## src/rtl/ct_sched.sv

```systemverilog
// ct_sched: round-robin scheduler that shares one loadable up-counter among
// N requesters. The winner's delay is loaded as ~len, the counter runs until
// terminal count (or abort), then the owner receives a one-cycle done pulse.
// All state changes on the falling edge of clk_l.
module ct_sched #(
  parameter int N = 4,
  parameter int W = 8
) (
  input  logic           clk_l,
  input  logic           reset_l,
  input  logic [N-1:0]   req,
  input  logic [N*W-1:0] len,
  input  logic           abort,
  output logic [N-1:0]   grant,
  output logic [N-1:0]   done,
  output logic           aborted,
  output logic           busy,
  output logic           ctr_reset,
  output logic           ctr_load,
  output logic           ctr_enable_l,
  output logic [W-1:0]   ctr_data,
  input  logic [W-1:0]   ctr_count,
  input  logic           ctr_carry
);

  localparam int IW = (N > 1) ? $clog2(N) : 1;

  localparam logic [1:0] ST_IDLE = 2'd0;
  localparam logic [1:0] ST_LOAD = 2'd1;
  localparam logic [1:0] ST_RUN  = 2'd2;
  localparam logic [1:0] ST_DONE = 2'd3;

  logic [1:0]    state_r;
  logic [IW-1:0] owner_r;
  logic [IW-1:0] ptr_r;
  logic [W-1:0]  len_r;
  logic          aborted_r;

  logic          any_req_s;
  logic [IW-1:0] pick_idx_s;
  logic [IW-1:0] ptr_next_s;
  logic          term_s;
  logic [N-1:0]  owner_oh_s;

  // Terminal count is taken from carry, with the all-ones count as a redundant
  // detector so a stuck-low carry line cannot leave the job running forever.
  assign term_s = ctr_carry | (&ctr_count);

  // Pointer advances past the owner that just finished, wrapping N-1 -> 0.
  assign ptr_next_s = (owner_r == IW'(N - 1)) ? {IW{1'b0}} : (owner_r + IW'(1));

  assign owner_oh_s = {{(N-1){1'b0}}, 1'b1} << owner_r;

  // Round-robin pick: scanning from the highest offset down lets the closest
  // pending requester at or after the pointer win.
  always_comb begin
    any_req_s  = 1'b0;
    pick_idx_s = {IW{1'b0}};
    for (int k = N - 1; k >= 0; k--) begin
      any_req_s  = any_req_s | req[(int'(ptr_r) + k) % N];
      pick_idx_s = req[(int'(ptr_r) + k) % N] ? IW'((int'(ptr_r) + k) % N) : pick_idx_s;
    end
  end

  // Controller state, owner/length capture and round-robin pointer.
  always_ff @(negedge clk_l) begin
    if (!reset_l) begin
      state_r   <= ST_IDLE;
      owner_r   <= {IW{1'b0}};
      ptr_r     <= {IW{1'b0}};
      len_r     <= {W{1'b0}};
      aborted_r <= 1'b0;
    end else begin
      case (state_r)
        ST_IDLE: begin
          if (any_req_s) begin
            owner_r   <= pick_idx_s;
            len_r     <= len[int'(pick_idx_s) * W +: W];
            aborted_r <= 1'b0;
            state_r   <= ST_LOAD;
          end else begin
            state_r   <= ST_IDLE;
          end
        end
        ST_LOAD: begin
          state_r <= ST_RUN;
        end
        ST_RUN: begin
          // Carry wins over a coincident abort: the job completed normally.
          if (term_s) begin
            aborted_r <= 1'b0;
            state_r   <= ST_DONE;
          end else if (abort) begin
            aborted_r <= 1'b1;
            state_r   <= ST_DONE;
          end else begin
            state_r   <= ST_RUN;
          end
        end
        ST_DONE: begin
          ptr_r     <= ptr_next_s;
          aborted_r <= 1'b0;
          state_r   <= ST_IDLE;
        end
        default: begin
          state_r   <= ST_IDLE;
          aborted_r <= 1'b0;
        end
      endcase
    end
  end

  // Moore decode of grant/status and counter controls; enable follows carry in RUN.
  always_comb begin
    grant        = {N{1'b0}};
    done         = {N{1'b0}};
    aborted      = 1'b0;
    busy         = 1'b0;
    ctr_load     = 1'b0;
    ctr_data     = {W{1'b0}};
    ctr_enable_l = 1'b1;
    ctr_reset    = !reset_l;
    case (state_r)
      ST_IDLE: begin
        busy = 1'b0;
      end
      ST_LOAD: begin
        grant    = owner_oh_s;
        busy     = 1'b1;
        ctr_load = 1'b1;
        ctr_data = ~len_r;
      end
      ST_RUN: begin
        grant        = owner_oh_s;
        busy         = 1'b1;
        ctr_enable_l = term_s;
      end
      ST_DONE: begin
        grant     = owner_oh_s;
        done      = owner_oh_s;
        aborted   = aborted_r;
        busy      = 1'b1;
        ctr_reset = 1'b1;
      end
      default: begin
        busy = 1'b0;
      end
    endcase
  end

endmodule

```

## config.mk

```make
export PLATFORM = sky130hd
export DESIGN_NAME = ct_sched
export DESIGN_NICKNAME = d
export VERILOG_FILES = /design/src/rtl/ct_sched.sv
export SDC_FILE = /design/constraint.sdc
export NUM_CORES = 1
export LEC_CHECK = 0
export CAP_MARGIN = 20
export CORE_AREA = 2 2 56 64
export CTS_CLUSTER_SIZE = 24
export DETAILED_ROUTE_END_ITERATION = 7
export DIE_AREA = 0 0 58 66
export MAX_ROUTING_LAYER = met4
export PLACE_DENSITY = 0.77
export SYNTH_ARGS = -nofsm -noshare
export SYNTH_HDL_FRONTEND = slang
export SYNTH_SLANG_ARGS = --single-unit
```

## constraint.sdc

```tcl
create_clock -name clk_l -period 1.6 [get_ports clk_l]
set_input_delay 0.16 -clock clk_l [delete_from_list [all_inputs] [get_ports clk_l]]
set_output_delay 0.16 -clock clk_l [all_outputs]
set_load 0.005 [all_outputs]
```

==> flow_summary.ini, run 1 <==
[power]
power_density_nw_per_um2 = 907
peakVddDrop_mv = 0.689
power_mw = 2.48
p_leak_nw = 1.19

[routing]
vias = 1491
drc_errors = 0
wl_um = 5200
drt_iter0_markers = 58
wl_per_cell_um = 18.1
firstDrtPassIters = 4
vias_per_cell = 5.20
ant_nets = 0

[sta]
timing.setup.tns_ns = -17.34
slew_headroom_pct = 72.9
worst_slew_pin_slew_ns = 0.406
drv_slew = 0
fin_hold_ws_ns = 0.536
rsz0062_at_grt = yes
setup_viol = 32
finalHoldViolCount = 0
setup_ws_ns = -0.714
skew_ns = 0.0157

[cells_and_area]
regArea_um2 = 313
finalNetCount = 309
drive_above_1_share_pct = 59.4
n_antenna_cell = 0
final_area_um2 = 2740
fillers = 170
layout_common_cells = clkdlybuf4s50_1, buf_4, buf_6
multi_input_area_um2 = 1160
fin_util_pct = 85.7
syn2layout_area_growth_pct = 141
final_cells = 287
final_common_cell = clkdlybuf4s50_1

[yosys]
synth_cell_type_count = 30
netlist_top_cells_area = dfxtp_1, mux2i_1, ha_1, nor2b_1, o221ai_2
syn_avg_cell_area_um2 = 9.25
synth_nets = 180
synth_largest_area_cell = dfxtp_1
syn_area_um2 = 1140
synth_cells = 123
yosys_warnings = 0
ys_seq_area_share_pct = 26.4
synthDominantCellAreaShare_pct = 26.4
ys_seq_elements = 15

[critical_path]
crit_type = flop to output pin
critPathCaptureType = output pin
r2r_setup_slack_ns = -0.24
r2r-end = len_r[2]
cp.required_ns = 1.44
path_max_fanout = 5
r2r_start = state_r[0]
cp_data_arrival_time_ns = 2.15
ff2ff_path_depth = 8
critPathLaunchType = flop

[global_route]
grt_pass1_vias = 1670
grt_max_degree = 10
antenna_found_initial = 0
grtUsageTotal_pct = 26.2
grt_overflow_total = 0
grt_first_pass_wirelength_um = 7380

[cts]
clk_root_buffer_cell = clkbuf_4
htree_num_levels = 1
clk_pin_slew_ns = 0.04
numCtsBuffers = 3
clkLatencyLatePin_ns = 0.37
cts_tree = yes
ctsHoldBuffers = 0
cts.path.max_buffers = 2
clock-sinks = 15

[floorplan]
ios = 69
core_area_um2 = 3190
die-area_um2 = 3830
dieWidth_um = 58
rows = 22
dieHeight_um = 66
start_util_pct = 35.6

[run_status]
violations = setup timing
status = complete, but fails checks

[hold_path]
hold_end = len_r[6]
hold_path.class = flop to flop
hp-start = len_r[6]
worstHoldPathCells = 2

[placement]
dpl_cell_area_um2 = 2180
place_congestion = 0.796
io_buffers = 68
dp.cells = 247
place_ws_ns = -1.12
post-dp-hpwl_um = 2940

[flow_run]
max-cap-violations = 0
==> how the worst max path moves through the flow <==
stage / from / endpoint / cells after the start
3_5_place_dp: req[0] / len_r[3] / 8
5_1_grt: state_r[0] / ctr_data[0] / 5
3_3_place_gp: req[0] / len_r[6] / 8
2_1_floorplan: req[2] / len_r[0] / 5
4_1_cts: state_r[0] / ctr_data[4] / 5
6_report: state_r[0] / ctr_data[0] / 5
==> synth_stat cells (all sizes together) <==
cell and n:
o221ai 8, or3 1, nand2 10, nor2 6, nor2b 12, ha 9, o211ai 2, mux2i 20
a21oi 7, a221oi 1, nand2b 3, a22o 1, or4 1, o21ai 3, and2 6, nand4 3
buf 2, clkbuf 1, a211oi 1, inv 11, dfxtp 15
==> registers in the layout, indices dropped and copies added (netlist names) <==
register	flops
aborted_r	1
len_r	8
owner_r	2
ptr_r	2
state_r	2
==> timing repair <==
action | CTS | global route
gates resized for setup | 172 | 37
setup buffers | 18 | 6
pin swaps | 29 | 23
setup endpoints to repair | 33 | 33
cloned | 2 | 0
==> report_power, final <==
group | leakage, nW | switching, mW | total (mW) | internal, mW
Combinational | 0.956 | 0.580 | 1.40 | 0.815
Clock | 0.108 | 0.249 | 0.550 | 0.301
Sequential | 0.126 | 0.0820 | 0.536 | 0.454
Total | 1.19 | 0.911 | 2.48 | 1.57
==> cell type report <==
type                       count  area share [%]
multi-input combinational     94            42.6
timing repair buffer         113            38.6
sequential                    15            11.4
clock inverter                16            3.16
inverter                      10            1.74
tap                           36            1.65
clock buffer                   3           0.823
==> layer usage <==
| layer | track usage [%] | routed length (um) | vias up |
|---|---|---|---|
| met5 | - | 0 | - |
| met3 | 5.87 | 365 | 20 |
| met1 | 22.8 | 1780 | 680 |
| met2 | 51.1 | 2840 | 92 |
| li1 | - | - | 699 |
| met4 | 13.4 | 216 | 0 |
==> cells by family after synthesis <==
kind of cell	after synthesis	share of synthesized area [%]
simple gates	42	21.2
mux	20	17.6
compound gates	23	18.6
flops	15	26.4
buf+inv	14	6.27
fa+ha+maj	9	9.90
==> critical path, cell delays in order, from the launching register on <==
cell	delay [ns]
dfxtp_4	0.35
buf_6	0.12
ha_4	0.16
buf_12	0.13
nor2b_4	0.11
buf_2	0.12
Power figures use the tool's default switching activity.
==> inputs of run 2 (changes only) <==
==> config.mk (replaced) <==
export PLATFORM = sky130hd
export DESIGN_NAME = ct_sched
export DESIGN_NICKNAME = d
export VERILOG_FILES = /design/src/rtl/ct_sched.sv
export SDC_FILE = /design/constraint.sdc
export NUM_CORES = 1
export LEC_CHECK = 0
export CAP_MARGIN = 10
export CELL_PAD_IN_SITES_DETAIL_PLACEMENT = 2
export CELL_PAD_IN_SITES_GLOBAL_PLACEMENT = 2
export CORE_AREA = 2 2 75 85
export CTS_CLUSTER_SIZE = 24
export DETAILED_ROUTE_END_ITERATION = 7
export DIE_AREA = 0 0 77 87
export MAX_ROUTING_LAYER = met4
export PLACE_DENSITY = 0.77
export SETUP_SLACK_MARGIN = 0.15
export SYNTH_ARGS = -nofsm -noshare
export SYNTH_HDL_FRONTEND = slang
export SYNTH_SLANG_ARGS = --single-unit
==> flow_summary.ini, run 2 (synthesis results as in run 1) <==
[cells_and_area]
finalNetCount = 316
layout_common_cells = clkdlybuf4s50_1, buf_6, buf_4
regMostFlops = len_r
drive_above_1_share_pct = 58.1
final_cells = 338
syn2layout_area_growth_pct = 157
final_area_um2 = 2920
largest_reg_flops = 8
n_antenna_cell = 0
final_common_cell = clkdlybuf4s50_1

[sta]
setup_ws_ns = -0.757
slew_headroom_pct = 70.6
drv_slew = 0
timing.setup.tns_ns = -19.00
worst_slew_pin_slew_ns = 0.441
setup_viol = 33
skew_ns = 0.0250
rsz0062_at_grt = yes
finalHoldViolCount = 0

[run_status]
status = complete, but fails checks
violations = setup timing

[critical_path]
path_max_fanout = 6
r2r_start = state_r[1]
critPathLaunchType = flop
cp_data_arrival_time_ns = 2.20
r2r-end = state_r[0]
crit_end = done[2]
cp.required_ns = 1.44
startpoint = state_r[1]
crit_type = flop to output pin
critPathCaptureType = output pin
r2r_setup_slack_ns = -0.57
ff2ff_path_depth = 16

[placement]
dp.cells = 292
io_buffers = 68
dpl_cell_area_um2 = 2240
post-dp-hpwl_um = 3350
place_congestion = 0.822

[floorplan]
rows = 30
die-area_um2 = 6700
core_area_um2 = 5930
ios = 69
dieWidth_um = 77
dieHeight_um = 87
start_util_pct = 19.2

[routing]
wl_per_cell_um = 21.0
ant_nets = 0
drc_errors = 0
firstDrtPassIters = 4
wl_um = 7100
vias_per_cell = 4.50
vias = 1520
drt_iter0_markers = 61

[power]
p_leak_nw = 1.23
power_density_nw_per_um2 = 1030
peakVddDrop_mv = 0.414

[global_route]
grt_first_pass_wirelength_um = 9340
grt_pass1_vias = 1834
grtUsageTotal_pct = 18.4
grt_max_degree = 11
antenna_found_initial = 0
grt_overflow_total = 0

[flow_run]
max-cap-violations = 0

[cts]
htree_num_levels = 1
clkLatencyLatePin_ns = 0.35
clk_root_buffer_cell = clkbuf_8
numCtsBuffers = 3
clock-sinks = 15
ctsHoldBuffers = 0
cts.path.max_buffers = 2
cts_tree = yes
clk_pin_slew_ns = 0.05

[hold_path]
hold_path.class = flop to flop
==> run 2: cell count changes in the layout (fill, tap and decap cells not counted), moves of 5 or more <==
cell and change:
buf_6 +15, clkdlybuf4s50_1 +9, buf_4 -8, dlygate4sd2_1 -7, mux2i_1 +5
==> run 2: cell type report <==
type,instances,area (um^2)
tap,80,100
inverter,10,47.5
clock buffer,3,41.3
timing repair buffer,120,1200
fill,618,3010
clock inverter,16,86.3
multi-input combinational,94,1120
sequential,15,315
==> run 2: worst min path at each step <==
stage                     cells past startpoint  startpoint         to  slack, ns
after floorplan                               1     reset_l  ctr_reset       0.35
after global placement                        2    len_r[1]   len_r[1]       0.51
after detailed placement                      2    len_r[5]   len_r[5]       0.52
after CTS                                     2    len_r[1]   len_r[1]       0.53
after global routing                          2    len_r[5]   len_r[5]       0.57
final                                         2    len_r[5]   len_r[5]       0.53
==> run 2: timing repair <==
item,in CTS,in global routing
setup buffers,25,3
pin swaps,14,10
gates resized for setup,157,45
endpoints found under the setup margin,36,33
gates cloned,0,0
==> run 2: critical path, cell delays in order (launching register included) <==
cell	delay, ns
dfxtp_4	0.36
buf_12	0.13
ha_4	0.19
buf_6	0.13
and2_4	0.14
buf_6	0.11
==> run 2: report_power, final <==
part | internal, mW | switching, mW | total [mW]
Sequential | 0.454 | 0.0938 | 0.548
Combinational | 1.07 | 0.709 | 1.78
Clock | 0.384 | 0.297 | 0.682
==> run 2: per-layer routing <==
layer  track usage, %  part of all wire, %  up-vias
met5                -                    0        -
li1                 -                    -      707
met4             5.19                  3.8        0
met2             38.0                   57       65
met1             16.4                   35      727
met3             4.88                  4.5       21
==> run 2: stage by stage <==
stage	worst slack [ns]	total power, mW	hold WS (ns)	utilization [%]
3_5_place_dp	-1.11	1.67	0.519	37.7
5_1_grt	-0.801	3.20	0.574	49.2
2_1_floorplan	-0.485	1.10	0.354	-
6_report	-0.757	3.01	0.534	49.2
3_3_place_gp	-1.07	1.65	0.513	37.7
4_1_cts	-0.744	2.70	0.534	44.9
